--- config.mk ---
export PLATFORM = sky130hd
export DESIGN_NAME = half_duplex_link
export DESIGN_NICKNAME = d
export VERILOG_FILES = /design/src/rtl/half_duplex_link.sv
export SDC_FILE = /design/constraint.sdc
export NUM_CORES = 1
export LEC_CHECK = 0
export ABC_AREA = 1
export CORE_ASPECT_RATIO = 1.25
export CORE_MARGIN = 2
export CORE_UTILIZATION = 26
export DETAILED_ROUTE_END_ITERATION = 10
export PLACE_DENSITY = 0.51
export SLEW_MARGIN = 20
export SYNTH_ARGS = -nofsm -noshare
export SYNTH_HDL_FRONTEND = slang
export SYNTH_SLANG_ARGS = --single-unit
--- constraint.sdc ---
create_clock -name clk -period 2.05 [get_ports clk]
set_clock_uncertainty 0.1 [all_clocks]
set_input_delay 0.41 -clock clk [delete_from_list [all_inputs] [get_ports clk]]
set_output_delay 0.41 -clock clk [all_outputs]
set_load 0.005 [all_outputs]
--- src/rtl/half_duplex_link.sv ---
// ---------------------------------------------------------------------------
// half_duplex_link
//
// Endpoint controller for a single-bit bidirectional line that goes through
// a tristate buffer. The controller drives the buffer enable only while it
// transmits. It receives frames from the far end while it is not driving.
// After every transmit it holds a turnaround guard so that both ends never
// drive the line at the same time.
//
// Frame format (UART style): start bit 0, DATA_W data bits LSB first,
// stop bit 1. Every bit lasts BIT_CYC clock cycles.
//
// Ports:
//   clk       system clock, rising edge
//   rst       asynchronous active-high reset
//   tx_valid  transmit request; a byte is accepted when tx_valid & tx_ready
//   tx_data   payload to send, captured on acceptance
//   tx_ready  idle and the synchronized line reads high
//   line_in   line value read back through the buffer (idle = 1)
//   line_out  registered value to drive onto the line
//   line_oe   registered buffer drive enable
//   rx_valid  one-cycle pulse; rx_data is valid in the same cycle
//   rx_data   last good received payload
//   rx_err    one-cycle pulse when a frame ends with a stop bit of 0
//   busy      high whenever the controller is not in IDLE
// ---------------------------------------------------------------------------
module half_duplex_link #(
    parameter int DATA_W  = 8,
    parameter int BIT_CYC = 4,
    parameter int GUARD   = 2
) (
    input  logic              clk,
    input  logic              rst,
    input  logic              tx_valid,
    input  logic [DATA_W-1:0] tx_data,
    output logic              tx_ready,
    input  logic              line_in,
    output logic              line_out,
    output logic              line_oe,
    output logic              rx_valid,
    output logic [DATA_W-1:0] rx_data,
    output logic              rx_err,
    output logic              busy
);

    localparam int CNT_MAX = (BIT_CYC > GUARD) ? BIT_CYC : GUARD;
    localparam int CNT_W   = $clog2(CNT_MAX + 1);
    localparam int BIT_W   = $clog2(DATA_W + 1);

    localparam logic [CNT_W-1:0] BIT_LAST   = CNT_W'(BIT_CYC - 1);
    localparam logic [CNT_W-1:0] HALF_LAST  = CNT_W'(BIT_CYC / 2 - 1);
    localparam logic [CNT_W-1:0] GUARD_LAST = CNT_W'(GUARD - 1);
    localparam logic [BIT_W-1:0] DATA_LAST  = BIT_W'(DATA_W - 1);

    typedef enum logic [2:0] {
        IDLE,
        TX_START,
        TX_DATA,
        TX_STOP,
        TURN,
        RX_START,
        RX_DATA,
        RX_STOP
    } state_t;

    state_t            state, state_d;
    logic [CNT_W-1:0]  cnt, cnt_d;
    logic [BIT_W-1:0]  bit_idx, bit_d;
    logic [DATA_W-1:0] tx_sh, tx_sh_d;
    logic [DATA_W-1:0] rx_sh, rx_sh_d;
    logic              pend_valid, pend_valid_d;
    logic              pend_err, pend_err_d;
    logic              sync_1, rs;
    logic              bit_end;

    // Two-flop synchronizer for the line. It resets to the idle level so that
    // leaving reset never looks like a start bit.
    always_ff @(posedge clk or posedge rst) begin
        if (rst) begin
            sync_1 <= 1'b1;
            rs     <= 1'b1;
        end else begin
            // NOTE: sequential state uses non-blocking assignments, so every
            // flop samples values from before the edge and the two-stage chain
            // really is two stages.
            sync_1 <= line_in;
            rs     <= sync_1;
        end
    end

    assign bit_end  = (cnt == BIT_LAST);
    assign tx_ready = (state == IDLE) && rs;
    assign busy     = (state != IDLE);

    always_comb begin
        // NOTE: every signal written here gets a default first. Without it,
        // a path that skips an assignment would infer a latch.
        state_d      = state;
        cnt_d        = cnt + CNT_W'(1);
        bit_d        = bit_idx;
        tx_sh_d      = tx_sh;
        rx_sh_d      = rx_sh;
        pend_valid_d = 1'b0;
        pend_err_d   = 1'b0;

        case (state)
            IDLE: begin
                cnt_d = '0;
                bit_d = '0;
                // Receive has priority over a simultaneous transmit request.
                if (!rs) begin
                    state_d = RX_START;
                end else if (tx_valid) begin
                    state_d = TX_START;
                    tx_sh_d = tx_data;
                end
            end
            TX_START: begin
                if (bit_end) begin
                    state_d = TX_DATA;
                    cnt_d   = '0;
                    bit_d   = '0;
                end
            end
            TX_DATA: begin
                if (bit_end) begin
                    cnt_d   = '0;
                    tx_sh_d = tx_sh >> 1;
                    if (bit_idx == DATA_LAST) state_d = TX_STOP;
                    else                      bit_d   = bit_idx + BIT_W'(1);
                end
            end
            TX_STOP: begin
                if (bit_end) begin
                    state_d = TURN;
                    cnt_d   = '0;
                end
            end
            TURN: begin
                // The echo of our own frame may still be in the synchronizer,
                // so a low rs is ignored here.
                if (cnt == GUARD_LAST) begin
                    state_d = IDLE;
                    cnt_d   = '0;
                end
            end
            RX_START: begin
                // Confirm the start bit near its middle. If it is gone, it was a glitch.
                if (cnt == HALF_LAST) begin
                    cnt_d   = '0;
                    bit_d   = '0;
                    state_d = rs ? IDLE : RX_DATA;
                end
            end
            RX_DATA: begin
                if (bit_end) begin
                    cnt_d   = '0;
                    rx_sh_d = DATA_W'({rs, rx_sh} >> 1);
                    if (bit_idx == DATA_LAST) state_d = RX_STOP;
                    else                      bit_d   = bit_idx + BIT_W'(1);
                end
            end
            RX_STOP: begin
                // The result is posted one edge later from pend_* flops.
                if (bit_end) begin
                    cnt_d        = '0;
                    state_d      = IDLE;
                    pend_valid_d = rs;
                    pend_err_d   = !rs;
                end
            end
            default: begin
                state_d = IDLE;
                cnt_d   = '0;
            end
        endcase
    end

    always_ff @(posedge clk or posedge rst) begin
        if (rst) begin
            // NOTE: every flop, including the rx_data holding register, has a
            // defined reset value. An aborted frame therefore leaves nothing
            // behind, and line_oe drops as soon as rst rises.
            state      <= IDLE;
            cnt        <= '0;
            bit_idx    <= '0;
            tx_sh      <= '0;
            rx_sh      <= '0;
            pend_valid <= 1'b0;
            pend_err   <= 1'b0;
            line_oe    <= 1'b0;
            line_out   <= 1'b1;
            rx_valid   <= 1'b0;
            rx_err     <= 1'b0;
            rx_data    <= '0;
        end else begin
            state      <= state_d;
            cnt        <= cnt_d;
            bit_idx    <= bit_d;
            tx_sh      <= tx_sh_d;
            rx_sh      <= rx_sh_d;
            pend_valid <= pend_valid_d;
            pend_err   <= pend_err_d;
            // The line outputs are registered from the next state. They change
            // in the same cycle as the state and never glitch.
            line_oe    <= (state_d inside {TX_START, TX_DATA, TX_STOP});
            line_out   <= (state_d == TX_START) ? 1'b0 :
                          (state_d == TX_DATA)  ? tx_sh_d[0] : 1'b1;
            rx_valid   <= pend_valid;
            rx_err     <= pend_err;
            if (pend_valid) rx_data <= rx_sh;
        end
    end

endmodule

==> run metrics, run 1 <==
total overflow reported by the global router=0; starting utilization of the core area=26.7%; maximum resistive drop on vdd=461 uV; worst setup slack after layout=96.5 ps; Min-Delay Path Class=register to register; Leak=1.19 nW; Final Max Slew Viols=0; pin slew with the least headroom to its limit=464 ps; maximum cell stage delay along the critical path=480 ps; standard-cell rows=35; portion of the post-synthesis area used by sequential elements=53.8%; arrival time at the worst endpoint=1440 ps; number of antenna violations at the first check in global routing=0; main area contributors after synthesis=dfrtp_1 50%, nand2_1 7.8%, inv_1 5.9%; vias in the first global route=1509; total wire length after detailed routing=3830 um; part of the cycle the worst path needs=95.3%; leading cell types by count after synthesis=41 x nand2_1, 39 x dfrtp_1, 31 x inv_1; post-detailed-route via-to-cell ratio=4.24; Final Wtd Congestion=0.844; total CTS buffers=5; relative max-transition margin=69.1%; number of antenna cells inserted=0; Post-synth EDFFs=0; maximum fanout count along the critical path=4; total standard cell area after synthesis=0.00196 sq mm; async set or reset register ratio after synthesis=100%; crit path max-delay cell type=clkdlybuf4s50_1; WL per Instance=11.2 um; endpoint kind of the worst setup timing path=output port; clock latency on the worst-skew pair=290 ps; layout net count=267; fraction of post-synthesis cell area in the top cell type by area=49.7%; remaining design rule violation count=0; number of levels in the clock H-tree=2; CTS tree=built; final setup vio count=0; IO Port Bufs=25; HPWL after DPL=2800 um; leading area contributor after synthesis=dfrtp_1; most common cell in the synthesized netlist=nand2_1; pin count of the biggest net entering global routing=43; mean instance size in the synthesized netlist=9.08 sq um; via count=1450; Synthesized Nets=234; x dimension of the die=81.7 um; clock period minus worst slack=1950 ps; global routing usage summed across all routing layers=11.0%; post-place setup slack=175 ps; synthesis warning total=0; first drt pass iteration count=4; Critical Path RT=1540 ps; cell at the root of the clock tree=clkbuf_8; number of top-level design ports=26; CP Cell Sequence=nor2_4, nand2_4, clkdlybuf4s50_1; total of max-cap violations=0; area of the placeable core=0.00736 sq mm; Pwr Total=3.40 mW; Setup Crit Path Kind=register to output port; Yosys cell types=30; synthesized netlist cell count=216; post-synthesis register bit count=42; maximum count of clock buffers along a single path=2; Iter 0 DRT Violations=78; number of routed nets with antenna violations=0; Setup TNS Final=0 ps; Hold Vio Cnt, Final=0; status=complete, no violations; Most used DFF post-synth=dfrtp_1; growth of design area from synthesis to finish=27.4%; share of final-layout standard cells stronger than drive strength 1=16.8%; TritonCTS Sinks=42; wire length of the first global-routing pass=6930 um; clock edge transition at the registers on the reported setup and hold paths=80 ps; startpoint kind of the worst setup timing path=register; timing-limited maximum frequency=512 MHz; RSZ-0062 raised after global routing=no; Total Die Area=0.00826 sq mm; die boundary height=101 um; end-of-flow core utilization=34.0%; power density normalized to cell area=1360 mW/mm^2
==> cells in the final DEF, fill, tap and decap left out, drive strengths merged <==
cell           count
xnor2              1
dfrtp             39
clkbuf             6
o22ai              1
a21oi              9
dlygate4sd2        1
xor2               1
nand4              1
nand3b             1
dfstp              3
nand2             44
nor2              23
a22oi              6
bufinv             2
or2                2
o21ai             23
clkdlybuf4s50     24
nand3             10
ha                 6
inv               36
buf                6
and3               1
nor3               2
mux2               2
==> cell families (layout without fill, tap and decap cells) <==
kind of cell	count (synthesis)	count (layout)	share of synthesized area, %
adder cells (fa/ha/maj)	6	6	3.83
flip-flops	42	42	53.8
AND/OR/NAND/NOR	84	84	19.5
multiplexers	2	2	1.15
AO/OA/AOI/OAI	39	39	12.1
XOR/XNOR	2	2	0.893
buffers and inverters	41	75	8.80
==> critical path: cells and delay by family, from the launching register on <==
kind	cells	cell delay (ps)
buf+inv	1	480
simple gates	2	240
flops	1	440
==> report_power, final <==
part	internal [mW]	switching, mW
sequential	1.12	0.160
combinational	0.565	0.759
clock	0.519	0.281
total	2.20	1.20
==> cell type report <==
cell class | count | area, sq um
Inverter | 36 | 135
Clock inverter | 2 | 60.1
Clock buffer | 6 | 82.6
Fill cell | 776 | 4860
Sequential cell | 42 | 1060
Timing Repair Buffer | 31 | 307
Tap cell | 92 | 115
Multi-Input combinational cell | 133 | 744
==> routing by layer <==
metal,wire length (um),vias to the layer above,GRT usage [%]
li1,-,750,-
met1,1650,672,13.6
met2,1950,23,18.0
met3,170,5,2.87
met4,61,0,4.74
met5,0,-,0
==> metrics by stage <==
stage          cell area (sq um)  hold slack (ps)  cells
2_1_floorplan               1960              231    216
3_3_place_gp                2330              233    332
3_5_place_dp                2330              235    332
4_1_cts                     2500              254    342
5_1_grt                     2500              267    342
6_report                    2500              251    342
==> sequential cells by signal (all words and copies together), names as in the netlist, 3 cells and up <==
register  count
rx_sh         8
bit_idx       4
rx_data       8
cnt           3
tx_sh         8
state         3
==> path summary, 6_finish.rpt <==
| path | from | to | slack [ps] | cells past startpoint |
|---|---|---|---|---|
| max in group asynchronous | rst | line_out | 1210 | 3 |
| min | pend_err | rx_err | 250 | 0 |
| min reg2reg | pend_err | rx_err | 250 | 0 |
| max | state[2] | busy | 100 | 3 |
| min in group asynchronous | rst | rx_data[0] | 380 | 3 |
| max reg2reg | cnt[0] | bit_idx[2] | 240 | 7 |
==> timing repair <==
item	4_1_cts	5_1_grt
gates resized for setup	4	0
setup endpoints to repair	2	0
hold buffers	0	0
buffers inserted	2	0
hold endpoints to repair	0	0
No activity file was read; power rests on OpenSTA's default activity.
==> run 2, diff against run 1 <==
--- a/config.mk
+++ b/config.mk
@@ -10,7 +10,9 @@
 export CORE_MARGIN = 2
 export CORE_UTILIZATION = 26
 export DETAILED_ROUTE_END_ITERATION = 10
-export PLACE_DENSITY = 0.51
+export DONT_BUFFER_PORTS = 1
+export PLACE_DENSITY = 0.46
+export RECOVER_POWER = 50
 export SLEW_MARGIN = 20
 export SYNTH_ARGS = -nofsm -noshare
 export SYNTH_HDL_FRONTEND = slang
==> run metrics, run 2 (synthesis results as in run 1) <==
number of top-level design ports=26; Min-Delay Path Class=input pin to register; total wire length after detailed routing=3660 um; wire length of the first global-routing pass=5890 um; startpoint kind of the worst setup timing path=register; Setup Crit Path Kind=register to output port; count of fill cells added during filler insertion=762; HPWL after DPL=2710 um; number of antenna violations at the first check in global routing=0; standard-cell rows=35; starting utilization of the core area=26.7%; Pwr Total=2.91 mW; pin slew with the least headroom to its limit=532 ps; maximum count of clock buffers along a single path=2; via count=1352; Regs by FF count=rx_data: 8 flops, rx_sh: 8 flops, tx_sh: 8 flops; pin count of the biggest net entering global routing=31; vias in the first global route=1296; number of antenna cells inserted=0; Iter 0 DRT Violations=39; global routing usage summed across all routing layers=9.26%; share of final-layout standard cells stronger than drive strength 1=16.1%; cells resized by post-CTS repair=0; most frequent cells in the layout=41 x nand2_1, 39 x dfrtp_1, 31 x inv_1; layout net count=240; clock edge transition at the registers on the reported setup and hold paths=80 ps; part of the cycle the worst path needs=87.1%; area of the placeable core=0.00736 sq mm; clock period minus worst slack=1790 ps; die boundary height=101 um; status=complete, no violations; number of levels in the clock H-tree=2; Setup TNS Final=0 ps; x dimension of the die=81.7 um; Cell Count, Final, Fillers Out=315; total overflow reported by the global router=0; CTS tree=built; power density normalized to cell area=1330 mW/mm^2; Final Max Slew Viols=0; maximum fanout count along the critical path=8; total CTS buffers=5; total of max-cap violations=0; clock latency on the worst-skew pair=300 ps; Hold Vio Cnt, Final=0; instance count after placement with tap cells included=305; final setup vio count=0; endpoint kind of the worst setup timing path=output port; TritonCTS Sinks=42; number of hold-repair buffers added at the cts stage=2; relative max-transition margin=64.5%; arrival time at the worst endpoint=1280 ps; timing-limited maximum frequency=560 MHz; commonest non-fill, non-tap cell in the layout=nand2_1; maximum resistive drop on vdd=428 uV; Setup Buffers After CTS=0; Total Die Area=0.00826 sq mm; Leak=1.04 nW; Critical Path RT=1540 ps; WL per Instance=11.6 um; growth of design area from synthesis to finish=11.0%; number of routed nets with antenna violations=0; post-detailed-route via-to-cell ratio=4.29; first drt pass iteration count=4; cell at the root of the clock tree=clkbuf_8; RSZ-0062 raised after global routing=no; Final Wtd Congestion=0.869; remaining design rule violation count=0; IO Port Bufs=0
## run 2: changes by cell type in the layout (fill, tap and decap cells not counted), moves of 2 or more
| cell | delta |
|---|---|
| dlygate4sd3_1 | +2 |
| buf_4 | -5 |
| clkdlybuf4s50_1 | -24 |
| bufinv_16 | -2 |
## run 2: metal layers
layer  track usage [%]  part of all wire (%)  vias up
li1                  -                     -      694
met1              10.3                    45      620
met3              2.51                   3.4        9
met5                 0                     0        -
met2              16.1                    49       29
met4              4.49                   2.1        0
## run 2: worst paths after layout
kind | from | end | slack, ps | depth (start not counted)
min reg2reg | pend_err | rx_err | 250 | 0
max in group asynchronous | rst | line_out | 740 | 3
min in group asynchronous | rst | tx_sh[7] | 500 | 2
max reg2reg | cnt[0] | bit_idx[2] | 300 | 6
min | tx_data[7] | tx_sh[7] | 140 | 2
max | state[0] | tx_ready | 260 | 3
## run 2: area by class of cell
cell class                 count  area [sq um]  share of cell area, %
clock inverter                 2          12.5                  0.574
tap                           92           115                   5.28
clock buffer                   6          82.6                   3.79
timing repair buffer           4          43.8                   2.01
multi-input combinational    133           734                   33.7
inverter                      36           135                   6.20
sequential                    42          1050                   48.4
## run 2: power breakdown
part | switching (mW) | internal [mW]
combinational | 0.652 | 0.367
sequential | 0.213 | 1.11
clock | 0.287 | 0.271
total | 1.15 | 1.75
## run 2: metrics by stage
stage	worst slack (ps)	hold slack (ps)	util (%)	instance area, sq um
floorplan	384	231	-	1960
finish	264	140	29.6	2180
detailed placement	287	236	28.1	2070
CTS	237	125	29.7	2180
global placement	328	235	28.1	2070
global route	57.0	130	29.6	2180
## run 2: worst max-delay path, stage by stage (launching register included)
cell     delay, ps
dfrtp_1        480
nor2_2         190
nand2_2        160
nor2_4         150
==> run 3, diff against run 2 <==
--- a/config.mk
+++ b/config.mk
@@ -13,6 +13,7 @@
 export DONT_BUFFER_PORTS = 1
 export PLACE_DENSITY = 0.46
 export RECOVER_POWER = 50
+export SETUP_SLACK_MARGIN = 0.5
 export SLEW_MARGIN = 20
 export SYNTH_ARGS = -nofsm -noshare
 export SYNTH_HDL_FRONTEND = slang
==> run metrics, run 3 (synthesis results as in run 1) <==
maximum count of clock buffers along a single path=2; number of levels in the clock H-tree=2; first drt pass iteration count=4; total overflow reported by the global router=0; maximum fanout count along the critical path=4; layout net count=247; cell area after placement=0.00209 sq mm; Setup TNS Final=0 ps; WL per Instance=12.2 um; total of max-cap violations=0; Setup Crit Path Kind=register to output port; global routing usage summed across all routing layers=10.8%; Critical Path RT=1540 ps; standard-cell rows=35; clock edge transition at the registers on the reported setup and hold paths=80 ps; via count=1410; number of top-level design ports=26; power density normalized to cell area=1370 mW/mm^2; number of routed nets with antenna violations=0; arrival time at the worst endpoint=1120 ps; remaining design rule violation count=0; x dimension of the die=81.7 um; post-detailed-route via-to-cell ratio=4.38; timing-limited maximum frequency=613 MHz; worst hold-check slack=139 ps; part of the cycle the worst path needs=79.5%; number of antenna cells inserted=0; TritonCTS Sinks=42; Min-Delay Path Class=input pin to register; growth of design area from synthesis to finish=17.5%; pin count of the biggest net entering global routing=24; pin slew with the least headroom to its limit=592 ps; maximum resistive drop on vdd=335 uV; Hold Vio Cnt, Final=0; final standard cell area without fillers=0.00230 sq mm; number of antenna violations at the first check in global routing=0; total CTS buffers=5; status=complete, no violations; Total Die Area=0.00826 sq mm; most frequent cells in the layout=38 x nand2_1, 36 x dfrtp_1, 29 x inv_1; Iter 0 DRT Violations=39; startpoint kind of the worst setup timing path=register; clock period minus worst slack=1630 ps; cell at the root of the clock tree=clkbuf_8; IO Port Bufs=0; wire length of the first global-routing pass=6800 um; final setup vio count=0; die boundary height=101 um; Final Max Slew Viols=0; RSZ-0062 raised after global routing=yes; commonest non-fill, non-tap cell in the layout=nand2_1; clock latency on the worst-skew pair=300 ps; Pwr Total=3.15 mW; total wire length after detailed routing=3940 um; Regs by FF count=rx_data: 8 flops, rx_sh: 8 flops, tx_sh: 8 flops; endpoint kind of the worst setup timing path=output port; Leak=1.07 nW; HPWL after DPL=2790 um; vias in the first global route=1441; share of final-layout standard cells stronger than drive strength 1=25.7%; Final Wtd Congestion=0.769; starting utilization of the core area=26.7%; relative max-transition margin=60.6%; CTS tree=built; area of the placeable core=0.00736 sq mm
## run 3: cell types whose count changed in the layout (fill, tap and decap cells not counted), moves of 2 or more
cell / delta
dfrtp_1: -3
ha_4: +3
inv_1: -2
ha_1: -4
nor2_4: +2
nand2_1: -3
buf_4: +7
dfrtp_2: +3
nor2_1: -2
o21ai_1: +5
nand3_1: -2
nand2_2: +2
o21ai_0: -5
## run 3: worst max-delay path: stages, from the launching register on
cell,delay (ps)
dfrtp_2,430
nor2_4,150
nand2_4,100
nor2_4,140
## run 3: final timing paths
| path | start | end | slack (ps) | cells after the start |
|---|---|---|---|---|
| worst max-delay path | state[2] | tx_ready | 420 | 3 |
| worst min-delay path | tx_data[7] | tx_sh[7] | 140 | 2 |
| worst max register to register | cnt[0] | tx_sh[2] | 510 | 5 |
| worst min register to register | sync_1 | rs | 260 | 0 |
| max in group asynchronous | rst | state[0] | 810 | 3 |
| min in group asynchronous | rst | rx_sh[0] | 480 | 3 |
## run 3: where the power goes
group | internal (mW) | switching (mW)
Sequential | 1.12 | 0.179
Combinational | 0.491 | 0.798
Clock | 0.244 | 0.319
Total | 1.86 | 1.30
## run 3: through the flow
step,worst slack (ps),std cells,util [%]
6_report,420,322,31.3
5_1_grt,368,322,31.3
4_1_cts,386,322,31.1
3_5_place_dp,333,306,28.4
3_3_place_gp,389,306,28.4
2_1_floorplan,470,216,-
## run 3: what timing repair did
action / in CTS / in global routing
resized for setup: 16 / 9
endpoints found under the hold margin: 40 / 0
buffers inserted: 6 / 0
hold buffers: 2 / 0
pin swaps: 8 / 7
setup endpoints to repair: 15 / 19
## run 3: cell type report
cell class,instances,area (sq um)
Fill cell,786,5050
Sequential cell,42,1060
Multi-Input combinational cell,133,820
Inverter,36,138
Tap cell,92,115
Timing Repair Buffer,11,81.3
Clock buffer,5,68.8
Clock inverter,3,23.8
## run 3: layer usage
layer / global-route usage (%) / wire [um]
met1: 13.2 / 1720
met2: 18.0 / 2000
met3: 2.15 / 130
met4: 5.00 / 85
met5: 0 / 0
